===== src/rtl/mem_nr1w_init.sv =====
// NUM_READ-port / single-write-port synchronous memory that zeroes itself after every reset.
// Define MEM_BYPASS_EN for write-first collisions; otherwise collisions are read-first.
module mem_nr1w_init #(
  parameter int DEPTH_LOG2 = 4,
  parameter int WIDTH      = 32,
  parameter int NUM_READ   = 2
) (
  input  logic                           clk,
  input  logic                           rst,
  input  logic [NUM_READ*DEPTH_LOG2-1:0] read_addr,
  input  logic [NUM_READ-1:0]            read,
  output logic [NUM_READ*WIDTH-1:0]      read_data,
  input  logic [DEPTH_LOG2-1:0]          write_addr,
  input  logic                           write,
  input  logic [WIDTH-1:0]               write_data,
  output logic                           ready
);

  localparam int DEPTH = 2 ** DEPTH_LOG2;

  typedef enum logic {ST_INIT, ST_RUN} state_t;

  state_t                r_state;
  logic [DEPTH_LOG2-1:0] r_init_cnt;
  logic                  r_ready;
  logic [WIDTH-1:0]      r_mem [DEPTH];

  logic                  w_mem_we;
  logic [DEPTH_LOG2-1:0] w_mem_addr;
  logic [WIDTH-1:0]      w_mem_wdata;

  always_ff @(posedge clk) begin
    if (rst) begin
      r_state    <= ST_INIT;
      r_init_cnt <= '0;
      r_ready    <= 1'b0;
    end else begin
      case (r_state)
        ST_INIT: begin
          r_init_cnt <= r_init_cnt + 1'b1;
          // Leave on the last entry so the counter never wraps onto entry 0 again.
          if (r_init_cnt == {DEPTH_LOG2{1'b1}}) begin
            r_state <= ST_RUN;
            r_ready <= 1'b1;
          end
        end
        ST_RUN:  r_state <= ST_RUN;
        default: r_state <= ST_INIT;
      endcase
    end
  end

  // One physical write port shared between the zero sweep and external writes.
  always_comb begin
    w_mem_we    = 1'b0;
    w_mem_addr  = write_addr;
    w_mem_wdata = write_data;
    if (!rst) begin
      if (r_state == ST_INIT) begin
        w_mem_we    = 1'b1;
        w_mem_addr  = r_init_cnt;
        w_mem_wdata = '0;
      end else if (write) begin
        w_mem_we = 1'b1;
      end
    end
  end

  always_ff @(posedge clk) begin
    if (w_mem_we) begin
      r_mem[w_mem_addr] <= w_mem_wdata;
    end
  end

  genvar gi;
  generate
    for (gi = 0; gi < NUM_READ; gi++) begin : g_rd
      logic [DEPTH_LOG2-1:0] w_raddr;
      logic [WIDTH-1:0]      w_rdata;
      logic [WIDTH-1:0]      r_rdata;

      assign w_raddr = read_addr[gi*DEPTH_LOG2 +: DEPTH_LOG2];
`ifdef MEM_BYPASS_EN
      assign w_rdata = (write && (write_addr == w_raddr)) ? write_data : r_mem[w_raddr];
`else
      assign w_rdata = r_mem[w_raddr];
`endif

      // Reads are only honoured in RUN, so the array is never read before the sweep.
      always_ff @(posedge clk) begin
        if (rst) begin
          r_rdata <= '0;
        end else if ((r_state == ST_RUN) && read[gi]) begin
          r_rdata <= w_rdata;
        end
      end

      assign read_data[gi*WIDTH +: WIDTH] = r_rdata;
    end
  endgenerate

  assign ready = r_ready;

endmodule


===== config.mk =====
export PLATFORM = sky130hd
export DESIGN_NAME = mem_nr1w_init
export DESIGN_NICKNAME = d
export VERILOG_FILES = /design/src/rtl/mem_nr1w_init.sv
export SDC_FILE = /design/constraint.sdc
export NUM_CORES = 1
export LEC_CHECK = 0
export CORE_MARGIN = 3
export CORE_UTILIZATION = 30
export CTS_BUF_LIST = sky130_fd_sc_hd__clkbuf_4 sky130_fd_sc_hd__clkbuf_8 sky130_fd_sc_hd__clkbuf_16
export DETAILED_ROUTE_END_ITERATION = 8
export SLEW_MARGIN = 20
export SYNTH_ARGS = -nofsm -noshare
export SYNTH_HDL_FRONTEND = slang
export SYNTH_SLANG_ARGS = --single-unit

===== constraint.sdc =====
create_clock -name clk -period 4.8 [get_ports clk]
set_input_delay 0.96 -clock clk [delete_from_list [all_inputs] [get_ports clk]]
set_output_delay 0.96 -clock clk [all_outputs]
set_load 0.02 [all_outputs]

==> results of run 1 <==
## state kept, by name (all words and copies together), names as in the netlist
register	cells
g_rd.r_rdata	64
r_init_cnt	4
r_mem	512
r_state	1
ready	1
## cell type report
type	count	area (um2)	share of cell area (%)
inverter	2	7.51	0.0241
clock inverter	28	482	1.55
sequential	582	16800	53.9
tap	1144	1430	4.60
clock buffer	84	1710	5.49
multi-input combinational	744	9020	29.0
timing repair buffer	167	1690	5.42
## synthesized netlist by cell type, types with 39 or more instances
master	count	area (um2)
edfxtp_1	512	15400
mux2i_1	135	1350
mux4_2	108	2430
mux4_1	82	2150
dfxtp_1	70	1400
nand2_1	69	259
a22oi_1	64	480
clkbuf_1	64	240
mux2_2	63	709
a221oi_1	62	543
o21ai_0	53	265
nor2b_1	39	244
## metrics by stage
stage / cell area, um2 / utilization (%) / hold slack [ns] / setup WS (ns) / total power, mW
6_report: 31100 / 36.1 / 0.492 / 1.78 / 11.4
4_1_cts: 31100 / 36.1 / 0.495 / 1.81 / 11.5
3_5_place_dp: 28900 / 33.6 / 0.461 / 1.16 / 6.48
3_3_place_gp: 28900 / 33.6 / 0.479 / 1.14 / 6.47
2_1_floorplan: 26300 / - / 0.534 / 1.13 / 6.21
5_1_grt: 31100 / 36.1 / 0.523 / 1.61 / 11.8
## cells by family after synthesis
logic type,count (synthesis),share of synthesized area (%)
adders and majority gates,1,0.0476
AOI/OAI and AO/OA,204,5.47
DFF,582,63.8
buffers and inverters,118,2.61
xor gates and xnor gates,3,0.100
and+or+nand+nor,148,2.66
muxes,388,25.3
## layer usage
metal | up-vias | global-route usage [%]
met4 | 0 | 5.33
met5 | - | 0
met2 | 640 | 27.9
met1 | 8093 | 22.0
li1 | 6320 | -
met3 | 135 | 2.84
## power by group through the flow
stage	Clock, mW	Combinational, mW	Sequential, mW
finish	5.08	0.755	5.62
global route	5.37	0.803	5.62
CTS	5.16	0.760	5.62
detailed placement	0	0.759	5.72
global placement	0	0.747	5.72
floorplan	0	0.499	5.71
## final timing paths
kind | from | endpoint | slack, ns | depth (start not counted)
setup / recovery | rst | r_mem[7][9] | 1.78 | 6
hold / removal | g_rd[1].r_rdata[10] | g_rd[1].r_rdata[10] | 0.49 | 2
setup reg to reg | r_state | r_mem[7][9] | 1.82 | 5
hold reg to reg | g_rd[1].r_rdata[10] | g_rd[1].r_rdata[10] | 0.49 | 2
## worst min-delay path: cells and delay by family, from the launching register on
| kind | cells | cell delay (ns) |
|---|---|---|
| flops | 1 | 0.33 |
| compound gates | 1 | 0.08 |
| simple gates | 1 | 0.06 |
==> flow_metrics.tcl, run 1 <==
set metrics [dict create \
    status "finished, final reports clean" \
    p_per_area_nw_per_um2 368 \
    rows 107 \
    slew_violations 0 \
    max_stage_delay_ns 0.56 \
    slowest_stage "nor2_4" \
    cts_setup_buffers 0 \
    wire_per_inst_um 27.6 \
    clock-sinks 582 \
    syn_nets 1494 \
    initial_core_util_pct 30.5 \
    vias 15200 \
    cts_tree "done" \
    period_needed_ns 3.02 \
    fmax_mhz 331 \
    p_int_mw 9.04 \
    core_um2 86100 \
    htree_levels 2 \
    p_clk_share_pct 44.3 \
    vdd_drop_max_uv 292 \
    path_cells "clkdlybuf4s50_1 > nor2_4 > mux2i_1 > nand2_1 > nor2_4 > buf_4" \
    nNetsFinal 1606 \
    crit_buf_inv 2 \
    cts_hold_buf 0 \
    seq_power_share_pct 49.1 \
    drive_gt1_share_pct 23.2 \
    cts_buffers 59 \
    synth-seq-cells 582 \
    relSlewSlack_pct 28.0 \
    synth_cell_types 37 \
    grt_overflow_total 0 \
    synth_edf_count 512 \
    antenna_found_initial 1 \
    period_share_pct 62.9 \
    setup_viol 0 \
    grt_pass1_wl_um 111000 \
    grt_usage_pct 16.6 \
    top_layer_used "met4" \
    finalNonFillerCells 2751 \
    area_delta_synth_final_pct 18.4 \
    drt-pass1-iter-count 5 \
    start_kind "input port" \
    power_leakage_nw 10.6 \
    path_class "input port to flop" \
    worstSetupEndpointType "flop" \
    drtIter0Drc 1816 \
    grt_max_degree 65 \
    antenna_cells 0 \
    swShare_pct 21.1 \
    die_h_um 302 \
    dp_hpwl_um 46100 \
    rsz0062_at_grt "false" \
    hp-class "flop to flop" \
    gp_congestion 0.788 \
    synth_top_flop_cell "edfxtp_1" \
    port_buffers 113 \
    route.detailed.drc 0 \
    cts_resized 0 \
    layout_common_cells "512 x edfxtp_1, 135 x mux2i_1, 108 x mux4_2, 107 x clkdlybuf4s50_1, 82 x mux4_1" \
    cpMostUsedCell "nor2_4" \
    wirelength_met1_um 31500 \
    dieWidth_um 302 \
    synthCells 1444 \
    wl_met2_um 37300 \
    crit_arrival_ns 3.28 \
    fill_cells 7880 \
    tightest_slew_ns 1.08 \
    p_comb_share_pct 6.6 \
    path_max_fanout 20 \
    crit_family "simple AND/OR/NAND/NOR gates" \
    yosysWarnings 0 \
    grt_pass1_vias 16000 \
    ys_seq_area_share_pct 63.8 \
    antenna_left 0 \
    dieArea_um2 91200 \
    wl_um 76000 \
    async_flop_share_pct 0 \
    p_sw_mw 2.41 \
    met3_length_um 5090 \
    syn_area_um2 26300 \
    num_io_pins 114 \
    fin_skew_ns 0.0193 \
    viasPerCell 5.52 \
    clk_pin_slew_ns 0.06 \
    cts-root-buf "clkbuf_16" \
    finalSetupTns_ns 0 \
    finalHoldViolCount 0 \
    clkLatencyLatePin_ns 0.64 \
    maxCapViolCount 0 \
    synth.avg_cell_area_um2 18.2 \
    cts.path.max_buffers 3 \
    place_inst 2639 \
    final_common_cell "edfxtp_1" \
    required_ns 5.06 \
]
(Power assumes the default switching activity.)
==> run 2, diff against run 1 <==
==> constraint.sdc (replaced) <==
create_clock -name clk -period 2.8 [get_ports clk]
set_input_delay 0.56 -clock clk [delete_from_list [all_inputs] [get_ports clk]]
set_output_delay 0.56 -clock clk [all_outputs]
set_load 0.02 [all_outputs]
==> run 2 against run 1 <==
  * Register-to-register slack got worse by 1.6 ns
  * Setup slack got worse by 1.5 ns
  * Critical endpoint is now r_mem[8][12]
  * Core utilization increased by 0.85 points
  * Global-route usage increased by 0.92 points
  * Clock power increased by 58%
  * Die area unchanged
  * Hold slack about the same
  * Via count increased by 3.3%
  * Clock-buffer cell count decreased by 3
  * Non-clock buffer count increased by 64
  * Wire length increased by 6.7%
  * Critical path depth unchanged
==> flow_metrics.tcl, run 2 (synthesis results as in run 1) <==
set metrics [dict create \
    status "finished, final reports clean" \
    htree_levels 2 \
    layout_common_cells "512 x edfxtp_1, 135 x mux2i_1, 108 x mux4_2, 107 x clkdlybuf4s50_1, 82 x mux4_1" \
    final_util_pct 37.0 \
    period_share_pct 91.6 \
    period_needed_ns 2.56 \
    swShare_pct 22.0 \
    grtUsageMet1_pct 24.1 \
    fin_skew_ns 0.0159 \
    setup_viol 0 \
    cts.path.max_buffers 3 \
    cts-root-buf "clkbuf_16" \
    grt_pass1_vias 16200 \
    rsz0062_at_grt "false" \
    rows 107 \
    finalWorstSetupSlack_ns 0.236 \
    wl_um 81000 \
    grt_pass1_wl_um 116000 \
    wire_per_inst_um 28.8 \
    cts_tree "done" \
    gp_congestion 0.864 \
    core_um2 86100 \
    max_stage_delay_ns 0.75 \
    crit_family "compound AO/OA/AOI/OAI gates" \
    p_clk_share_pct 42.1 \
    dieArea_um2 91200 \
    dp_hpwl_um 53000 \
    tightest_slew_ns 1.13 \
    relSlewSlack_pct 24.7 \
    slew_violations 0 \
    largest_register_ffs 512 \
    port_buffers 113 \
    path_max_fanout 18 \
    grt_busiest_layer "met2" \
    reg_top3 "r_mem (512), g_rd.r_rdata (64), r_init_cnt (4)" \
    path_class "flop to flop" \
    clkLatencyLatePin_ns 0.62 \
    fill_cells 7858 \
    cts_hold_buf 0 \
    clk_pin_slew_ns 0.06 \
    seq_power_share_pct 50.5 \
    drt-pass1-iter-count 5 \
    final_common_cell "edfxtp_1" \
    antenna_found_initial 4 \
    antenna_left 0 \
    maxCapViolCount 0 \
    worstSetupEndpointType "flop" \
    p_sw_mw 4.21 \
    hp-class "flop to flop" \
    vias 15700 \
    power_leakage_nw 11.0 \
    grt_overflow_total 0 \
    drtIter0Drc 1856 \
    crit_arrival_ns 2.93 \
    nNetsFinal 1669 \
    whs_ns 0.492 \
    finalHoldViolCount 0 \
    cts_resized 0 \
    clock-sinks 582 \
    cts_buffers 58 \
    largest-register "r_mem" \
    initial_core_util_pct 30.5 \
    p_int_mw 14.9 \
    p_comb_share_pct 7.5 \
    die_h_um 302 \
    cts_setup_buffers 0 \
    reg2reg_slack_ns 0.24 \
    antenna_cells 0 \
    drive_gt1_share_pct 26.5 \
    dieWidth_um 302 \
    slowest_stage "a31oi_1" \
    area_delta_synth_final_pct 21.1 \
    met2_usage_pct 28.3 \
    fmax_mhz 390 \
    grt_usage_pct 17.5 \
    grt_max_degree 39 \
    finalSetupTns_ns 0 \
    path_cells "nor2_4 > buf_12 > nor3_1 > a31oi_1 > nor2_4 > buf_12" \
    route.detailed.drc 0 \
    p_per_area_nw_per_um2 600 \
    start_kind "flop" \
    num_io_pins 114 \
    required_ns 3.17 \
    viasPerCell 5.58 \
    grtUsageMet3_pct 3.53 \
    vdd_drop_max_uv 496 \
    crit_buf_inv 2 \
    post-place-ws_ns -0.228 \
]
-- run 2: cell types whose count changed in the layout (fill, tap and decap cells not counted), moves of 4 or more --
cell | before | now
bufinv_16 | 12 | 5
buf_4 | 46 | 71
clkinv_2 | 5 | 15
clkbuf_8 | 8 | 4
nor2b_1 | 30 | 23
buf_12 | 12 | 48
nor2b_2 | 7 | 14
-- run 2: per-layer routing --
layer / vias up / part of all wire (%)
li1: 6448 / -
met1: 8237 / 42
met2: 862 / 47
met3: 132 / 8.3
met4: 4 / 2.6
met5: - / 0.033
-- run 2: final cells by class --
class / instances / area, um2 / share of cell area [%]
flip-flops and latches: 582 / 16800 / 52.7
clock inverters: 28 / 277 / 0.868
well taps: 1144 / 1430 / 4.50
inverters: 2 / 7.51 / 0.0236
multi-input cells: 744 / 9040 / 28.4
clock buffers: 81 / 1700 / 5.32
repair buffers: 231 / 2620 / 8.22
-- run 2: power by group through the flow --
stage / logic (mW) / clock network (mW) / registers, mW
6_report: 1.43 / 8.04 / 9.64
4_1_cts: 1.43 / 8.16 / 9.64
5_1_grt: 1.50 / 8.53 / 9.64
2_1_floorplan: 0.858 / 0 / 9.79
3_5_place_dp: 1.42 / 0 / 9.82
3_3_place_gp: 1.40 / 0 / 9.82
-- run 2: path summary, 6_finish.rpt --
path                       startpoint             endpoint  cells after the start
setup reg to reg              r_state         r_mem[8][12]                      6
setup / recovery              r_state         r_mem[8][12]                      6
hold reg to reg   g_rd[0].r_rdata[20]  g_rd[0].r_rdata[20]                      2
hold / removal    g_rd[0].r_rdata[20]  g_rd[0].r_rdata[20]                      2
-- run 2: worst min-delay path: cells and delay by family, from the launching register on --
kind	cells	cell delay, ns
flops	1	0.33
compound gates	1	0.08
simple gates	1	0.06
-- run 2: metrics by stage --
stage / area, um2 / cells / total power [mW]
after floorplan: 26300 / 1444 / 10.6
after global placement: 29800 / 2702 / 11.2
after detailed placement: 29800 / 2703 / 11.2
after CTS: 31800 / 2812 / 19.2
after global routing: 31800 / 2812 / 19.7
final: 31800 / 2812 / 19.1
